## config.mk

```make
export PLATFORM = sky130hd
export DESIGN_NAME = adder_arbiter
export DESIGN_NICKNAME = d
export VERILOG_FILES = /design/src/rtl/adder_arbiter.sv
export SDC_FILE = /design/constraint.sdc
export NUM_CORES = 1
export LEC_CHECK = 0
export ABC_AREA = 1
export CAP_MARGIN = 25
export CORE_ASPECT_RATIO = 0.8
export CORE_UTILIZATION = 42
export DETAILED_ROUTE_END_ITERATION = 8
export MAX_ROUTING_LAYER = met4
export PLACE_DENSITY = 0.9
export SYNTH_ARGS = -nofsm -noshare
export SYNTH_HDL_FRONTEND = slang
export SYNTH_SLANG_ARGS = --single-unit
```

## constraint.sdc

```tcl
create_clock -name clk -period 4.3 [get_ports clk]
set_clock_uncertainty 0.05 [all_clocks]
set_input_delay 0.86 -clock clk [delete_from_list [all_inputs] [get_ports clk]]
set_output_delay 0.86 -clock clk [all_outputs]
set_load 0.1 [all_outputs]
```

## src/rtl/adder_arbiter.sv

```systemverilog
// Round-robin arbiter sharing one external combinational adder between two valid/ready requesters.
// Latency: accept edge k -> response valid from edge k+1; a response held without rsp_ready stalls the block in RESP.
module adder_arbiter #(
  parameter int WIDTH = 14
) (
  input  logic             clk,
  input  logic             rst,
  input  logic             req0_valid,
  output logic             req0_ready,
  input  logic [WIDTH-1:0] req0_a,
  input  logic [WIDTH-1:0] req0_b,
  output logic             rsp0_valid,
  input  logic             rsp0_ready,
  output logic [WIDTH:0]   rsp0_sum,
  input  logic             req1_valid,
  output logic             req1_ready,
  input  logic [WIDTH-1:0] req1_a,
  input  logic [WIDTH-1:0] req1_b,
  output logic             rsp1_valid,
  input  logic             rsp1_ready,
  output logic [WIDTH:0]   rsp1_sum,
  output logic [WIDTH-1:0] adder_a,
  output logic [WIDTH-1:0] adder_b,
  input  logic [WIDTH:0]   adder_sum,
  output logic             busy,
  output logic [7:0]       op_count
);

  typedef enum logic [1:0] {IDLE, CALC, RESP} state_t;

  state_t           state_q;
  logic             last_grant_q;
  logic             owner_q;
  logic [WIDTH-1:0] op_a_q;
  logic [WIDTH-1:0] op_b_q;
  logic [WIDTH:0]   sum_q;
  logic [7:0]       op_count_q;
  logic             rsp0_valid_q;
  logic             rsp1_valid_q;
  logic             grant_d;
  logic             accept;
  logic             rsp_done;

  // On contention the requester that did not win last time gets the adder.
  always_comb begin
    grant_d = 1'b0;
    if (req0_valid && req1_valid) begin
      grant_d = ~last_grant_q;
    end else if (req1_valid) begin
      grant_d = 1'b1;
    end
  end

  assign req0_ready = (state_q == IDLE) && req0_valid && !grant_d;
  assign req1_ready = (state_q == IDLE) && req1_valid &&  grant_d;
  assign accept     = req0_ready || req1_ready;
  assign rsp_done   = (rsp0_valid_q && rsp0_ready) || (rsp1_valid_q && rsp1_ready);

  always_ff @(posedge clk or posedge rst) begin
    if (rst) begin
      state_q      <= IDLE;
      last_grant_q <= 1'b1;
      owner_q      <= 1'b0;
      op_a_q       <= '0;
      op_b_q       <= '0;
      sum_q        <= '0;
      op_count_q   <= 8'd0;
      rsp0_valid_q <= 1'b0;
      rsp1_valid_q <= 1'b0;
    end else begin
      case (state_q)
        IDLE: begin
          if (accept) begin
            op_a_q  <= grant_d ? req1_a : req0_a;
            op_b_q  <= grant_d ? req1_b : req0_b;
            owner_q <= grant_d;
            state_q <= CALC;
          end
        end
        CALC: begin
          sum_q        <= adder_sum;
          rsp0_valid_q <= !owner_q;
          rsp1_valid_q <= owner_q;
          state_q      <= RESP;
        end
        RESP: begin
          if (rsp_done) begin
            rsp0_valid_q <= 1'b0;
            rsp1_valid_q <= 1'b0;
            last_grant_q <= owner_q;
            op_count_q   <= op_count_q + 8'd1;
            state_q      <= IDLE;
          end
        end
        default: state_q <= IDLE;
      endcase
    end
  end

  assign rsp0_valid = rsp0_valid_q;
  assign rsp1_valid = rsp1_valid_q;
  assign rsp0_sum   = sum_q;
  assign rsp1_sum   = sum_q;
  assign adder_a    = op_a_q;
  assign adder_b    = op_b_q;
  assign busy       = (state_q != IDLE);
  assign op_count   = op_count_q;

endmodule
```

==> impl_results.md, run 1 <==
* Via count at 2601
* Post-Synthesis Cells at 344
* Clock insertion delay at the later pin of the skew report at 330 ps
* Max Clk Rate at 293 MHz
* Area occupied by multi-input gates at 1090 um^2
* Final setup TNS at 0 ps
* CP required at 3390 ps
* Die height at 74.7 um
* Sink Count at 57
* Cell family with most CP delay: buffers and inverters
* Slowest CP cell: clkdlybuf4s50_1
* Status: finished clean
* Final setup fails at 0
* Antenna Violating Nets Remaining at 0
* Share of layout cells above drive strength 1 at 0.0894
* Width of the die at 92.9 um
* #FFs+latches synth at 57
* Setup bufs post-CTS at 0
* CTS hold repair buffers at 0
* Most common cell after layout, fill and taps aside: nand2_1
* Layout net count at 554
* Initial core utilization at 0.436
* DRC at 0
* Clock period minus worst slack at 3410 ps
* GRT overflow at 0
* RSZ-0062 raised after global routing: false
* Final-report max-slew violation count at 0
* Slew margin rel. at 0.327
* DRT iter0 DRCs at 91
* Most frequent CP cell: nand2_1
* Startpoint Class: input pin
* Final core utilization at 0.683
* Row count at 26
* Crit path cell chain: clkdlybuf4s50_1 > nand2_1 > nand2_1 > buf_4 > inv_2 > nor2_1 > buf_12
* Worst EP arrival at 2500 ps
* P&R area growth vs syn at 56.8%
* Final HPWL DP at 5.45 mm
* Clk root buf: clkbuf_8
* Avg Cell Area, Syn at 8.07 um^2
* Core Region at 6380 um^2
* Post-CTS Resized at 0
* Most frequent cells in the layout: nand2_1, clkdlybuf4s50_1, dfrtp_1
* Total track usage at 0.228
* Reg area at 1430 um^2
* Ports at 148
* Fillers at 521
* Worst hold slack at 417 ps
* Cts bufs inserted at 9
* R2R setup slack at 1760 ps
* Worst hold path class: reg -> reg
* Period utilization at 0.793
* PortBufs at 147
* Via count of the first global-routing pass at 2548
* Syn nets at 422
* Inserted Diodes at 0
* Antenna violations before repair at 0
* Largest net degree at the start of global routing at 37
* Yosys cell types at 22
* DRT Pass-1 Iters at 4
* Worst-margin pin slew at 1010 ps
* Buf/Inv on CP at 4
* Clock Pin Slew Worst Setup and Hold Paths at 60 ps
* Die area at 6940 um^2
* First-pass GRT wire length at 11.6 mm
* Per-cell routed wire length at 12.7 um
* Max cap viols at 0
* Yosys warns at 0
* H-tree depth at 3
* Worst setup EP type: output pin
* Setup Crit Path Kind: in -> out
* Longest Clk Path Bufs at 2
* TritonCTS clock tree: built
* Vias per Instance at 4.60
* Mapped Area at 2780 um^2
* Post-synthesis sequential area ratio at 0.514
* RePlAce Congestion at 0.807
* Largest stage delay on the critical path at 480 ps
* WL final at 7.16 mm
* CP Max Fanout at 30
* Final hold viol count at 0
==> routing by layer <==
layer | wire length, um | global-route usage | up-vias | part of all wire
li1 | - | - | 1292 | -
met1 | 2800 | 0.229 | 1177 | 0.39
met2 | 3650 | 0.417 | 121 | 0.51
met3 | 633 | 0.0909 | 11 | 0.088
met4 | 74 | 0.0632 | 0 | 0.010
met5 | 0 | - | - | 0
==> synth_stat cells, drive strengths merged <==
cell type	instances	area share
a21oi	1	0.0018
a31o	1	0.0032
buf	26	0.068
clkbuf	2	0.0063
dfrtp	56	0.50
dfstp	1	0.0095
ha	1	0.0045
inv	14	0.019
mux2	15	0.061
nand2	206	0.28
nand3	3	0.0054
nand3b	1	0.0027
nand4	1	0.0023
nor2	10	0.014
o21ai	2	0.0036
xor2	4	0.013
==> worst register-to-register path: stages, from the launching register on <==
cell	delay, ps
dfstp_2	540
nand2_1	60
nand2_1	50
buf_4	280
inv_2	290
nand2_2	160
nand2_2	330
inv_2	500
nand2_1	120
nand2_1	90
==> flip-flops by register name (all words and copies together), names as in the netlist <==
signal,cells
last_grant_q,1
adder_b,14
rsp0_valid,1
state_q,2
adder_a,14
op_count,8
owner_q,1
rsp0_sum,15
rsp1_valid,1
==> metrics by stage <==
stage                     instance area (um^2)  instances  setup WS (ps)
final                                     4350        565            889
after detailed placement                  4180        549            882
after global routing                      4350        565            767
after CTS                                 4350        565            884
after floorplan                           2780        344            918
after global placement                    4180        549            947
==> logic make-up after synthesis <==
group | Yosys count | synth area share
adder cells (fa/ha/maj) | 1 | 0.00450
flip-flops | 57 | 0.514
buffers and inverters | 42 | 0.0937
XOR/XNOR | 4 | 0.0126
AO/OA/AOI/OAI | 4 | 0.00856
AND/OR/NAND/NOR | 221 | 0.306
multiplexers | 15 | 0.0608
==> final timing paths <==
check | to | from | depth (start not counted)
max | req0_ready | req0_valid | 7
min in group asynchronous | rsp0_sum[11] | rst | 2
min reg2reg | adder_b[3] | adder_b[3] | 2
max in group asynchronous | last_grant_q | rst | 3
max reg2reg | adder_b[2] | last_grant_q | 9
min | adder_b[3] | adder_b[3] | 2
==> final cells by class <==
cell class,count,share of cell area
Clock inverter,5,0.00718
Clock buffer,11,0.0325
Tap cell,84,0.0241
Timing Repair Buffer,149,0.346
Sequential cell,57,0.328
Multi-Input combinational cell,245,0.250
Inverter,14,0.0121
Power of run 1 is left out: the tool's default activity adds up to more than one toggle a clock period on the data nets, which glitch-free logic cannot reach.
==> inputs of run 2 (changes only) <==
- CORE_UTILIZATION: 42 -> 39
- PLACE_DENSITY: 0.9 -> 0.85
- clock period: 4.3 -> 3.5 ns (I/O delays scaled with it)
==> impl_results.md, run 2 (synthesis gave the netlist of run 1 again) <==
* WL final at 6.93 mm (-3.1%)
* Max Clk Rate at 380 MHz
* Final hold viol count at 0 (unchanged)
* DRT Pass-1 Iters at 4 (unchanged)
* Most common cell after layout, fill and taps aside: nand2_1
* Worst EP arrival at 1880 ps (-620 ps)
* RSZ-0062 raised after global routing: false
* Post-CTS Resized at 0 (unchanged)
* R2R setup slack at 1760 ps (about the same)
* DRC at 0 (unchanged)
* Final setup fails at 0 (unchanged)
* CP Max Fanout at 4 (-87%)
* Antenna violations before repair at 0 (unchanged)
* Sink Count at 57 (unchanged)
* First-pass GRT wire length at 11.1 mm (-3.9%)
* P&R area growth vs syn at 56.6%
* Slack of the critical path at 866 ps (-22.9 ps)
* Layout net count at 556 (+0.36%)
* Width of the die at 96.4 um (+3.7%)
* Per-cell routed wire length at 12.2 um (-3.8%)
* Ports at 148 (unchanged)
* Dpl ws at 917 ps (+35.5 ps)
* Share of layout cells above drive strength 1 at 0.112 (+0.0226)
* Worst hold path class: reg -> reg
* Most frequent cells in the layout: nand2_1, clkdlybuf4s50_1, dfrtp_1
* Cts bufs inserted at 9 (unchanged)
* Setup Crit Path Kind: reg -> out
* Largest net degree at the start of global routing at 36 (-2.7%)
* Reg2reg path depth at 8 (-1)
* Worst hold start: adder_a[5]
* Die height at 77.5 um (+3.7%)
* Via count of the first global-routing pass at 2340 (-8.2%)
* Design area at 4350 um^2 (-0.12%)
* Setup bufs post-CTS at 0 (unchanged)
* CP required at 2750 ps (-640 ps)
* Core Region at 6890 um^2 (+8.1%)
* Buf/Inv on CP at 1 (-3)
* Clock insertion delay at the later pin of the skew report at 330 ps (about the same)
* Final-report max-slew violation count at 0 (unchanged)
* Max cap viols at 0 (unchanged)
* Launch point of the worst reg-to-reg path: last_grant_q
* Slew margin rel. at 0.330 (+0.00295)
* Cell family with most CP delay: buffers and inverters
* Initial core utilization at 0.403 (-0.0326)
* Final HPWL DP at 5.40 mm (-1.0%)
* Inserted Diodes at 0 (unchanged)
* Crit path cell chain: clkdlybuf4s50_1
* Worst-margin pin slew at 1000 ps (-4.41 ps)
* Slowest CP cell: clkdlybuf4s50_1
* DRT iter0 DRCs at 107 (+18%)
* Clock Pin Slew Worst Setup and Hold Paths at 70 ps (about the same)
* Via count at 2566 (-1.3%)
* Longest Clk Path Bufs at 2 (unchanged)
* Worst setup EP type: output pin
* Clock period minus worst slack at 2630 ps
* Period utilization at 0.753
* PortBufs at 147 (unchanged)
* Startpoint Class: flop
* CTS hold repair buffers at 0 (unchanged)
* TritonCTS clock tree: built
* WHS Path Cells at 2 (unchanged)
* Row count at 27 (+3.8%)
* Number of flip-flops in the largest register at 15 (unchanged)
* Final setup TNS at 0 ps (unchanged)
* Area after DPL at 4170 um^2 (-0.21%)
* Fillers at 608 (+17%)
* GRT overflow at 0 (unchanged)
* Clk root buf: clkbuf_8
* H-tree depth at 3 (unchanged)
* Antenna Violating Nets Remaining at 0 (unchanged)
* Vias per Instance at 4.51 (-2.0%)
* RePlAce Congestion at 0.856 (+6.0%)
* Min-Delay Endpoint: adder_a[5]
* Total track usage at 0.201 (-0.0273)
* Largest stage delay on the critical path at 1150 ps (+670 ps)
* R2R Path End: adder_b[3]
* Status: finished clean
* Die area at 7470 um^2 (+7.5%)
-- run 2: metrics by stage --
stage               hold WS, ps   util  cells
floorplan                   418      -    344
global placement            403  0.605    554
detailed placement          407  0.605    554
CTS                         422  0.631    569
global route                434  0.631    569
finish                      420  0.631    569
-- run 2: worst max-delay path by stage --
stage           startpoint          end  slack [ps]  cells past startpoint
2_1_floorplan   req0_valid   req0_ready         440                      5
3_3_place_gp    req0_valid   req0_ready         950                      6
3_5_place_dp    req0_valid   req0_ready         920                      6
4_1_cts        op_count[1]  op_count[1]         840                      1
5_1_grt        op_count[1]  op_count[1]         810                      1
6_report       op_count[1]  op_count[1]         870                      1
-- run 2: final cells by class --
type	instances	area (um^2)	share of cell area
Timing Repair Buffer	151	1490	0.343
Sequential cell	57	1430	0.328
Multi-Input combinational cell	245	1090	0.251
Clock buffer	11	131	0.0302
Tap cell	87	109	0.0250
Inverter	14	52.6	0.0121
Clock inverter	4	45.0	0.0104
-- run 2: worst reg2reg max path: stages, from the launching register on --
cell and delay (ps):
dfstp_2 540, nand2_1 60, nand2_1 90, inv_2 100, nand2_2 100, nand2_2 150
inv_2 400, nand2_1 120, nand2_1 80
-- run 2: metal layers --
metal	up-vias	wire length, um	share of wire	track usage
li1	1294	-	-	-
met1	1142	2920	0.42	0.240
met2	116	3190	0.46	0.314
met3	14	689	0.099	0.0706
met4	0	127	0.018	0.0706
met5	-	0	0	-
Power of run 2 is left out for the same reason.
==> inputs of run 3 (changes only) <==
- CORE_UTILIZATION: 39 -> 36
- PLACE_DENSITY: 0.85 -> 0.83
- clock period: 3.5 -> 2.34 ns (I/O delays scaled with it)
==> impl_results.md, run 3 (synthesis gave the netlist of run 1 again) <==
* Row count at 28 (+3.7%)
* R2R setup slack at 800 ps (-960 ps)
* Final core utilization at 0.581 (-0.0499)
* Die height at 80.6 um (+4.0%)
* DRT iter0 DRCs at 76 (-29%)
* Core Region at 7430 um^2 (+7.8%)
* Sink Count at 57 (unchanged)
* Via count at 2593 (+1.1%)
* Final-report max-slew violation count at 0 (unchanged)
* Status: finished clean
* Final setup fails at 0 (unchanged)
* Slew margin rel. at 0.688 (+0.358)
* Layout net count at 557 (+0.18%)
* Dpl ws at 336 ps (-581 ps)
* WL final at 6.61 mm (-4.7%)
* DRT Pass-1 Iters at 5 (+1)
* CP Max Fanout at 4 (unchanged)
* Buf/Inv on CP at 4 (+3)
* Die area at 8070 um^2 (+8.1%)
* Largest stage delay on the critical path at 420 ps (-730 ps)
* Vias per Instance at 4.40 (-2.4%)
* Most common cell after layout, fill and taps aside: nand2_1
* Slack of the critical path at 331 ps (-535 ps)
* Via count of the first global-routing pass at 2438 (+4.2%)
* Clock period minus worst slack at 2010 ps
* Startpoint Class: input pin
* RSZ-0062 raised after global routing: false
* Crit path cell chain: clkdlybuf4s50_1 > nand2_1 > nand2_1 > inv_2 > nand2_2 > inv_1 > buf_12
* CP required at 1820 ps (-930 ps)
* Antenna Violating Nets Remaining at 0 (unchanged)
* Clock Pin Slew Worst Setup and Hold Paths at 60 ps (about the same)
* Final hold viol count at 0 (unchanged)
* Reg area at 1430 um^2 (unchanged)
* Slowest CP cell: clkdlybuf4s50_1
* Number of flip-flops in the largest register at 15 (unchanged)
* Setup Crit Path Kind: in -> out
* Cell family with most CP delay: buffers and inverters
* Width of the die at 100 um (+4.0%)
* Clk root buf: clkbuf_8
* Final HPWL DP at 5.02 mm (-7.0%)
* Fillers at 671 (+10%)
* Share of layout cells above drive strength 1 at 0.240 (+0.128)
* H-tree depth at 3 (unchanged)
* Setup bufs post-CTS at 0 (unchanged)
* P&R area growth vs syn at 55.4%
* Final setup TNS at 0 ps (unchanged)
* Post-CTS Resized at 0 (unchanged)
* Area occupied by multi-input gates at 1090 um^2 (+0.23%)
* Period utilization at 0.859
* Worst-margin pin slew at 467 ps (-534 ps)
* DRC at 0 (unchanged)
* Most frequent CP cell: nand2_1
* Placed Cells at 573 (+3.4%)
* Worst hold path class: reg -> reg
* Max cap viols at 0 (unchanged)
* Cts bufs inserted at 9 (unchanged)
* RePlAce Congestion at 0.737 (-14%)
* Total track usage at 0.180 (-0.0209)
* First-pass GRT wire length at 11.0 mm (-1.6%)
* Worst EP arrival at 1490 ps (-390 ps)
* PortBufs at 147 (unchanged)
* Per-cell routed wire length at 11.2 um (-7.9%)
* Non-filler cells in the finished layout at 589 (+3.5%)
* Worst setup EP type: output pin
* GRT overflow at 0 (unchanged)
* Largest net degree at the start of global routing at 58 (+61%)
* Ports at 148 (unchanged)
* Clock insertion delay at the later pin of the skew report at 320 ps (about the same)
* TritonCTS clock tree: built
* Antenna violations before repair at 0 (unchanged)
* Initial core utilization at 0.374 (-0.0291)
* Most frequent cells in the layout: nand2_1, clkdlybuf4s50_1, buf_4
* Longest Clk Path Bufs at 2 (unchanged)
* CTS hold repair buffers at 0 (unchanged)
* Inserted Diodes at 0 (unchanged)
* Max Clk Rate at 498 MHz
==> run 3: worst paths after layout <==
check / startpoint / end / cells past startpoint
setup / recovery: req0_valid / req1_ready / 7
hold / removal: adder_a[6] / adder_a[6] / 2
setup reg to reg: last_grant_q / adder_a[13] / 8
hold reg to reg: adder_a[6] / adder_a[6] / 2
max in group asynchronous: rst / last_grant_q / 3
min in group asynchronous: rst / rsp0_sum[6] / 3
==> run 3: final cells by class <==
class	count	area share
sequential	57	0.331
timing repair buffer	152	0.317
inverter	14	0.0122
multi-input combinational	245	0.253
tap	105	0.0304
clock buffer	11	0.0328
clock inverter	5	0.0238
==> run 3: tightest hold or removal path: cells and delay by family, from the launching register on <==
family / cells / cell delay (ps)
flops: 1 / 340
simple gates: 2 / 100
==> run 3: routing by layer <==
metal | part of all wire | up-vias | GRT usage
met5 | 0 | - | -
met4 | 0.017 | 0 | 0.0696
met3 | 0.067 | 11 | 0.0522
met2 | 0.49 | 101 | 0.314
met1 | 0.42 | 1181 | 0.195
li1 | - | 1300 | -
==> run 3: through the flow <==
step / hold slack (ps) / cell area, um^2
after global routing: 450 / 4320
final: 422 / 4320
after CTS: 426 / 4320
after global placement: 405 / 4070
after floorplan: 418 / 2780
after detailed placement: 410 / 4070
Power of run 3 is left out for the same reason.
